$ cat config.mk
export PLATFORM = sky130hd
export DESIGN_NAME = div_ctrl
export DESIGN_NICKNAME = d
export VERILOG_FILES = /design/src/rtl/div_ctrl.sv
export SDC_FILE = /design/constraint.sdc
export NUM_CORES = 1
export LEC_CHECK = 0
export CORE_UTILIZATION = 40
export CTS_BUF_LIST = sky130_fd_sc_hd__clkbuf_2
export DETAILED_ROUTE_END_ITERATION = 7
export PLACE_DENSITY = 0.77
export SLEW_MARGIN = 15
export SYNTH_ARGS = -nofsm -noshare
export SYNTH_HDL_FRONTEND = slang
export SYNTH_SLANG_ARGS = --single-unit
$ cat constraint.sdc
create_clock -name clk -period 4.93 [get_ports clk]
set_input_delay 1.479 -clock clk [delete_from_list [all_inputs] [get_ports clk]]
set_output_delay 1.479 -clock clk [all_outputs]
set_load 0.03 [all_outputs]
$ cat src/rtl/div_ctrl.sv
// div_ctrl: issue/sequencing stage in front of the iterative divider.
// A DIV/DIVU/REM/REMU request is latched on the valid/ready handshake.
// The divider is launched with a one-cycle enable. The controller then
// waits for the divider's ready pulse and returns the tagged result over
// valid/ready.
// A flush while the divider runs drains the divider's (unabortable)
// operation and discards its result. A watchdog recovers from a divider
// that never answers.
// Optional feature: define RESULT_CACHE_EN to keep a one-entry cache of the
// last completed division. An exact repeat is then answered without
// starting the divider. With the macro undefined, every legal request goes
// through the divider.

module div_ctrl #(
  parameter int XLEN    = 32,
  parameter int TAG_W   = 5,
  parameter int TIMEOUT = 40
) (
  input  logic             clk,
  input  logic             rst,
  input  logic             flush,
  input  logic             req_valid,
  output logic             req_ready,
  input  logic [3:0]       req_op,
  input  logic [XLEN-1:0]  req_rdata1,
  input  logic [XLEN-1:0]  req_rdata2,
  input  logic [TAG_W-1:0] req_tag,
  output logic             div_enable,
  output logic [3:0]       div_op,
  output logic [XLEN-1:0]  div_rdata1,
  output logic [XLEN-1:0]  div_rdata2,
  input  logic             div_ready,
  input  logic [XLEN-1:0]  div_result,
  output logic             resp_valid,
  input  logic             resp_ready,
  output logic [XLEN-1:0]  resp_result,
  output logic [TAG_W-1:0] resp_tag,
  output logic             busy,
  output logic             error
);

  localparam int CNT_W = $clog2(TIMEOUT + 1);
  localparam logic [CNT_W-1:0] CNT_LAST = CNT_W'(TIMEOUT - 1);

  localparam logic [2:0] S_IDLE  = 3'd0;
  localparam logic [2:0] S_ISSUE = 3'd1;
  localparam logic [2:0] S_BUSY  = 3'd2;
  localparam logic [2:0] S_RESP  = 3'd3;
  localparam logic [2:0] S_DRAIN = 3'd4;

  // Legal ops carry exactly one bit of {remu,rem,divu,divs}.
  function automatic logic is_onehot(input logic [3:0] v);
    return (v != 4'b0000) && ((v & (v - 4'b0001)) == 4'b0000);
  endfunction

  logic [2:0]       state_q, state_d;
  logic [3:0]       op_q, op_d;
  logic [XLEN-1:0]  a_q, a_d;
  logic [XLEN-1:0]  b_q, b_d;
  logic [XLEN-1:0]  res_q, res_d;
  logic [TAG_W-1:0] tag_q, tag_d;
  logic [CNT_W-1:0] cnt_q, cnt_d;
  logic             div_enable_q, div_enable_d;
  logic             resp_valid_q, resp_valid_d;
  logic             busy_q, busy_d;
  logic             error_q, error_d;

  logic             req_ready_s;
  logic             accept_s;
  logic             timeout_s;
  logic             cache_hit_s;
  logic [XLEN-1:0]  cache_res_s;

  // Requests are only taken while idle and not being flushed; held low during reset.
  assign req_ready_s = (state_q == S_IDLE) && !flush && !rst;
  assign accept_s    = req_valid && req_ready_s;
  // Counter holds the number of cycles already spent waiting on the divider.
  assign timeout_s   = (cnt_q >= CNT_LAST);

`ifdef RESULT_CACHE_EN
  logic            c_valid_q, c_valid_d;
  logic [3:0]      c_op_q;
  logic [XLEN-1:0] c_a_q, c_b_q, c_res_q;
  logic            cache_wr_s;

  // Entry is refreshed by every divider result that completes normally.
  assign cache_wr_s  = (state_q == S_BUSY) && !flush && div_ready;
  assign cache_res_s = c_res_q;

  // Lookup: the incoming request must match every stored field.
  always_comb begin
    if (c_valid_q && (req_op == c_op_q) && (req_rdata1 == c_a_q) && (req_rdata2 == c_b_q)) begin
      cache_hit_s = 1'b1;
    end else begin
      cache_hit_s = 1'b0;
    end
  end

  // Entry validity: flush and watchdog expiry drop it; a normal result sets it.
  always_comb begin
    if (flush || error_d) begin
      c_valid_d = 1'b0;
    end else if (cache_wr_s) begin
      c_valid_d = 1'b1;
    end else begin
      c_valid_d = c_valid_q;
    end
  end

  // Cache entry storage.
  always_ff @(posedge clk or posedge rst) begin
    if (rst) begin
      c_valid_q <= 1'b0;
      c_op_q    <= 4'b0000;
      c_a_q     <= {XLEN{1'b0}};
      c_b_q     <= {XLEN{1'b0}};
      c_res_q   <= {XLEN{1'b0}};
    end else begin
      c_valid_q <= c_valid_d;
      if (cache_wr_s) begin
        c_op_q  <= op_q;
        c_a_q   <= a_q;
        c_b_q   <= b_q;
        c_res_q <= div_result;
      end
    end
  end
`else
  assign cache_hit_s = 1'b0;
  assign cache_res_s = {XLEN{1'b0}};
`endif

  // Next-state, request latches, result capture and watchdog.
  always_comb begin
    state_d = state_q;
    op_d    = op_q;
    a_d     = a_q;
    b_d     = b_q;
    tag_d   = tag_q;
    res_d   = res_q;
    cnt_d   = cnt_q;
    error_d = 1'b0;

    case (state_q)
      S_IDLE: begin
        if (accept_s) begin
          op_d  = req_op;
          a_d   = req_rdata1;
          b_d   = req_rdata2;
          tag_d = req_tag;
          cnt_d = {CNT_W{1'b0}};
          if (!is_onehot(req_op)) begin
            // Malformed op: answer 0 without touching the divider.
            res_d   = {XLEN{1'b0}};
            state_d = S_RESP;
          end else if (cache_hit_s) begin
            res_d   = cache_res_s;
            state_d = S_RESP;
          end else begin
            state_d = S_ISSUE;
          end
        end else begin
          state_d = S_IDLE;
        end
      end

      S_ISSUE: begin
        // The enable is already out this cycle, so a flush must still drain.
        cnt_d = {CNT_W{1'b0}};
        if (flush) begin
          state_d = S_DRAIN;
        end else begin
          state_d = S_BUSY;
        end
      end

      S_BUSY: begin
        cnt_d = cnt_q + CNT_W'(1);
        if (flush) begin
          // A result arriving together with the flush needs no drain.
          if (div_ready) begin
            state_d = S_IDLE;
          end else if (timeout_s) begin
            error_d = 1'b1;
            state_d = S_IDLE;
          end else begin
            state_d = S_DRAIN;
          end
        end else if (div_ready) begin
          res_d   = div_result;
          state_d = S_RESP;
        end else if (timeout_s) begin
          error_d = 1'b1;
          state_d = S_IDLE;
        end else begin
          state_d = S_BUSY;
        end
      end

      S_DRAIN: begin
        cnt_d = cnt_q + CNT_W'(1);
        if (div_ready) begin
          state_d = S_IDLE;
        end else if (timeout_s) begin
          error_d = 1'b1;
          state_d = S_IDLE;
        end else begin
          state_d = S_DRAIN;
        end
      end

      S_RESP: begin
        if (flush) begin
          state_d = S_IDLE;
        end else if (resp_ready) begin
          state_d = S_IDLE;
        end else begin
          state_d = S_RESP;
        end
      end

      default: begin
        state_d = S_IDLE;
      end
    endcase
  end

  // Output flags decoded from the next state so they leave the block registered.
  always_comb begin
    div_enable_d = (state_d == S_ISSUE);
    resp_valid_d = (state_d == S_RESP);
    busy_d       = (state_d != S_IDLE);
  end

  // State and datapath registers.
  always_ff @(posedge clk or posedge rst) begin
    if (rst) begin
      state_q      <= S_IDLE;
      op_q         <= 4'b0000;
      a_q          <= {XLEN{1'b0}};
      b_q          <= {XLEN{1'b0}};
      tag_q        <= {TAG_W{1'b0}};
      res_q        <= {XLEN{1'b0}};
      cnt_q        <= {CNT_W{1'b0}};
      div_enable_q <= 1'b0;
      resp_valid_q <= 1'b0;
      busy_q       <= 1'b0;
      error_q      <= 1'b0;
    end else begin
      state_q      <= state_d;
      op_q         <= op_d;
      a_q          <= a_d;
      b_q          <= b_d;
      tag_q        <= tag_d;
      res_q        <= res_d;
      cnt_q        <= cnt_d;
      div_enable_q <= div_enable_d;
      resp_valid_q <= resp_valid_d;
      busy_q       <= busy_d;
      error_q      <= error_d;
    end
  end

  assign req_ready   = req_ready_s;
  assign div_enable  = div_enable_q;
  assign div_op      = op_q;
  assign div_rdata1  = a_q;
  assign div_rdata2  = b_q;
  assign resp_valid  = resp_valid_q;
  assign resp_result = res_q;
  assign resp_tag    = tag_q;
  assign busy        = busy_q;
  assign error       = error_q;

endmodule
==> reports/qor.txt <==
number of vias per cell - 4.875
Post-synth EDFFs - 0
largest net degree at the start of global routing - 64
drt pass-1 iters - 4
Residual DRC - 0
grt total ovfl - 0
via count - 3822
synth unique cells - 43
First DRT Iteration DRCs - 188
syn_nets - 498
Synth async-reset ratio - 1.000
Post-Syn Area per Cell - 12.92 µm²
Slew Limit Fails - 0
wire length per cell - 15.63 µm
initial antenna violation count - 0
pwr/cell area - 619.7 nW/µm²
die height - 113.6 µm
met1 Resource Use GR - 0.2252
post-layout min period - 4.678 ns
Reg2Reg Capture Point - resp_result[18]$_DFFE_PP0P_
worst hold start - div_rdata1[1]$_DFFE_PP0N_
CTS sink count - 118
Clk Latency, worst-skew pair - 0.64 ns
static leakage power - 0.003312 µW
Setup CP Type - in2out
IO Port Bufs - 220
Initial Util - 0.4134
Reg2Reg Setup Slack - 2.66 ns
Hold WS - 0.5216 ns
met3 GRT Util - 0.08289
met2 Use GR - 0.3118
Seq cells post-synth - 118
# rows - 40
Slew Limit Headroom - 0.4763
vias in the first global route - 3882
outcome - complete, no violations
crit path DAT - 3.20 ns
Peak supply drop - 0.0003518 V
antenna cells - 0
post-CTS setup buffers - 0
Inserted Clock Buffers - 17
Ys Warns - 0
Final Setup Violations - 0
r2r startpoint - state_q[1]$_DFF_PP0_
H-tree levels - 4
period utilisation layout - 0.9489
Crit Path Max Fanout - 6
RSZ-0062 raised after global routing - no
FMAX - 213.8 MHz
fill count - 961
Die Wd - 113.6 µm
Syn Inst Count - 386
wirelength, routed - 12250 µm
Setup Total Neg Slack - 0 ns
CP Capture Type - primary output
skew final - 0.02054 ns
core area - 12060 µm²
GRT Max-Usage Layer - met2
CTS tree - yes
Die ar. - 12920 µm²
DP Wirelength - 8833 µm
cell count of the worst hold path - 1
GRT Resource Usage Total - 0.1956
Antenna Nets Post-Route - 0
Hold WC Path Type - reg2reg
boundary pin count - 221
buffer type at the clock tree root - clkbuf_2
gpl congestion - 0.8437
Post-Syn Area - 4986 µm²
PostCTS Resize Cnt - 0
share of cells above drive strength 1 - 0.1769
Worst Hold End - div_rdata1[1]$_DFFE_PP0N_
sequential area share after synthesis - 0.5922
Post-CTS Hold Buffers - 0
global-route wire length before repair - 19240 µm
MaxCap Viol Count - 0
Max Buffers Root-to-Sink - 2
Worst-path clk slew - 0.15 ns
Worst-Margin Slew - 0.7746 ns
Area Overhead vs Synth - 50.21%
Hold Vio Cnt, Final - 0
Req. time, crit path - 3.45 ns
crit path launch type - primary input
Nets - 717
worst-case reg-to-reg path depth - 4
main flop type after synthesis - dfrtp_1
-- Yosys cell counts, types with 2 or more instances --
master | number | area share
nor4b_1 | 2 | 0.0035
buf_2 | 3 | 0.0030
xnor2_1 | 3 | 0.0053
inv_1 | 3 | 0.0023
nor2b_1 | 2 | 0.0025
or4b_2 | 2 | 0.0040
clkbuf_2 | 2 | 0.0020
nand3_1 | 2 | 0.0020
nand2_1 | 73 | 0.055
o21ai_0 | 39 | 0.039
nand4_1 | 2 | 0.0025
dfrtp_1 | 118 | 0.59
a21oi_1 | 5 | 0.0050
nor3b_1 | 2 | 0.0030
buf_6 | 6 | 0.014
nor2_1 | 4 | 0.0030
a31oi_1 | 3 | 0.0038
mux2_2 | 23 | 0.052
nor3_1 | 2 | 0.0020
a211o_1 | 2 | 0.0035
a22o_1 | 3 | 0.0053
clkbuf_1 | 14 | 0.011
mux2_4 | 50 | 0.15
and2_1 | 2 | 0.0025
-- per-stage QoR --
step           total power [µW]  setup WS, ns  area, µm²  std cells    util
2_1_floorplan              3092        0.3219       4986        386       -
3_3_place_gp               4111        0.3229       7322        754  0.6071
5_1_grt                    4893       0.09028       7490        784  0.6210
6_report                   4641        0.2519       7490        784  0.6210
3_5_place_dp               4180        0.2584       7322        754  0.6071
4_1_cts                    4699        0.2662       7490        784  0.6210
-- layout by cell type (no fill, tap or decap), types with 2 or more instances in the layout --
cell type / count
nor3_1: 2
or4b_2: 2
o21ai_0: 39
nand4_1: 2
clkbuf_2: 21
buf_4: 3
mux2_2: 23
nor2b_1: 2
clkinv_1: 6
and2_1: 2
xnor2_1: 3
nand2_1: 73
a22o_1: 3
nor4b_1: 2
nor2_1: 4
clkinv_2: 2
inv_1: 2
nand3_1: 2
dfrtp_1: 118
a21oi_1: 5
a211o_1: 2
buf_12: 2
a31oi_1: 3
nor3b_1: 2
mux2_4: 50
clkdlybuf4s50_1: 220
-- metal layers --
metal	routed length [µm]	up-vias
met5	0	-
met4	322	0
met3	1269	24
met2	5797	194
met1	4862	1828
li1	-	1776
-- area by class of cell --
class / count / area, µm² / area share
inverter: 3 / 13.76 / 0.001838
timing repair buffer: 225 / 2265 / 0.3024
multi-input combinational: 240 / 1881 / 0.2511
sequential: 118 / 2953 / 0.3943
clock buffer: 21 / 105.1 / 0.01403
clock inverter: 9 / 62.56 / 0.008353
tap: 168 / 210.2 / 0.02807
-- worst max path at each step --
stage,startpoint,end,slack [ns],cells after the start
5_1_grt,flush,req_ready,0.09,4
4_1_cts,flush,req_ready,0.27,4
3_3_place_gp,flush,req_ready,0.32,4
3_5_place_dp,flush,req_ready,0.26,4
2_1_floorplan,rst,busy$_DFF_PP0_,0.32,1
6_report,flush,req_ready,0.25,4
-- critical path: stages --
cell	delay, ns
clkdlybuf4s50_1	0.49
nor2_1	0.21
nor4b_1	0.29
clkdlybuf4s50_1	0.73
-- kinds of logic after synthesis --
family / count (synthesis) / synth area share
buffers and inverters: 28 / 0.03137
AOI/OAI and AO/OA: 61 / 0.07127
and+or+nand+nor: 101 / 0.09285
DFF: 118 / 0.5922
muxes: 73 / 0.2025
xor gates and xnor gates: 3 / 0.005271
adders and majority gates: 2 / 0.004517
-- where the power goes --
group	switching (µW)	internal [µW]	leakage, µW
Sequential	261	1380	0.00147
Combinational	1300	1200	0.00172
Clock	323	173	0.000119
Total	1880	2760	0.00331
-- registers in the layout (all words and copies together), names as in the netlist --
signal,count
div_rdata1,32
div_rdata2,32
resp_result,32
cnt_q,6
resp_tag,5
div_op,4
state_q,3
busy,1
div_enable,1
error,1
resp_valid,1
(Power assumes the default switching activity.)
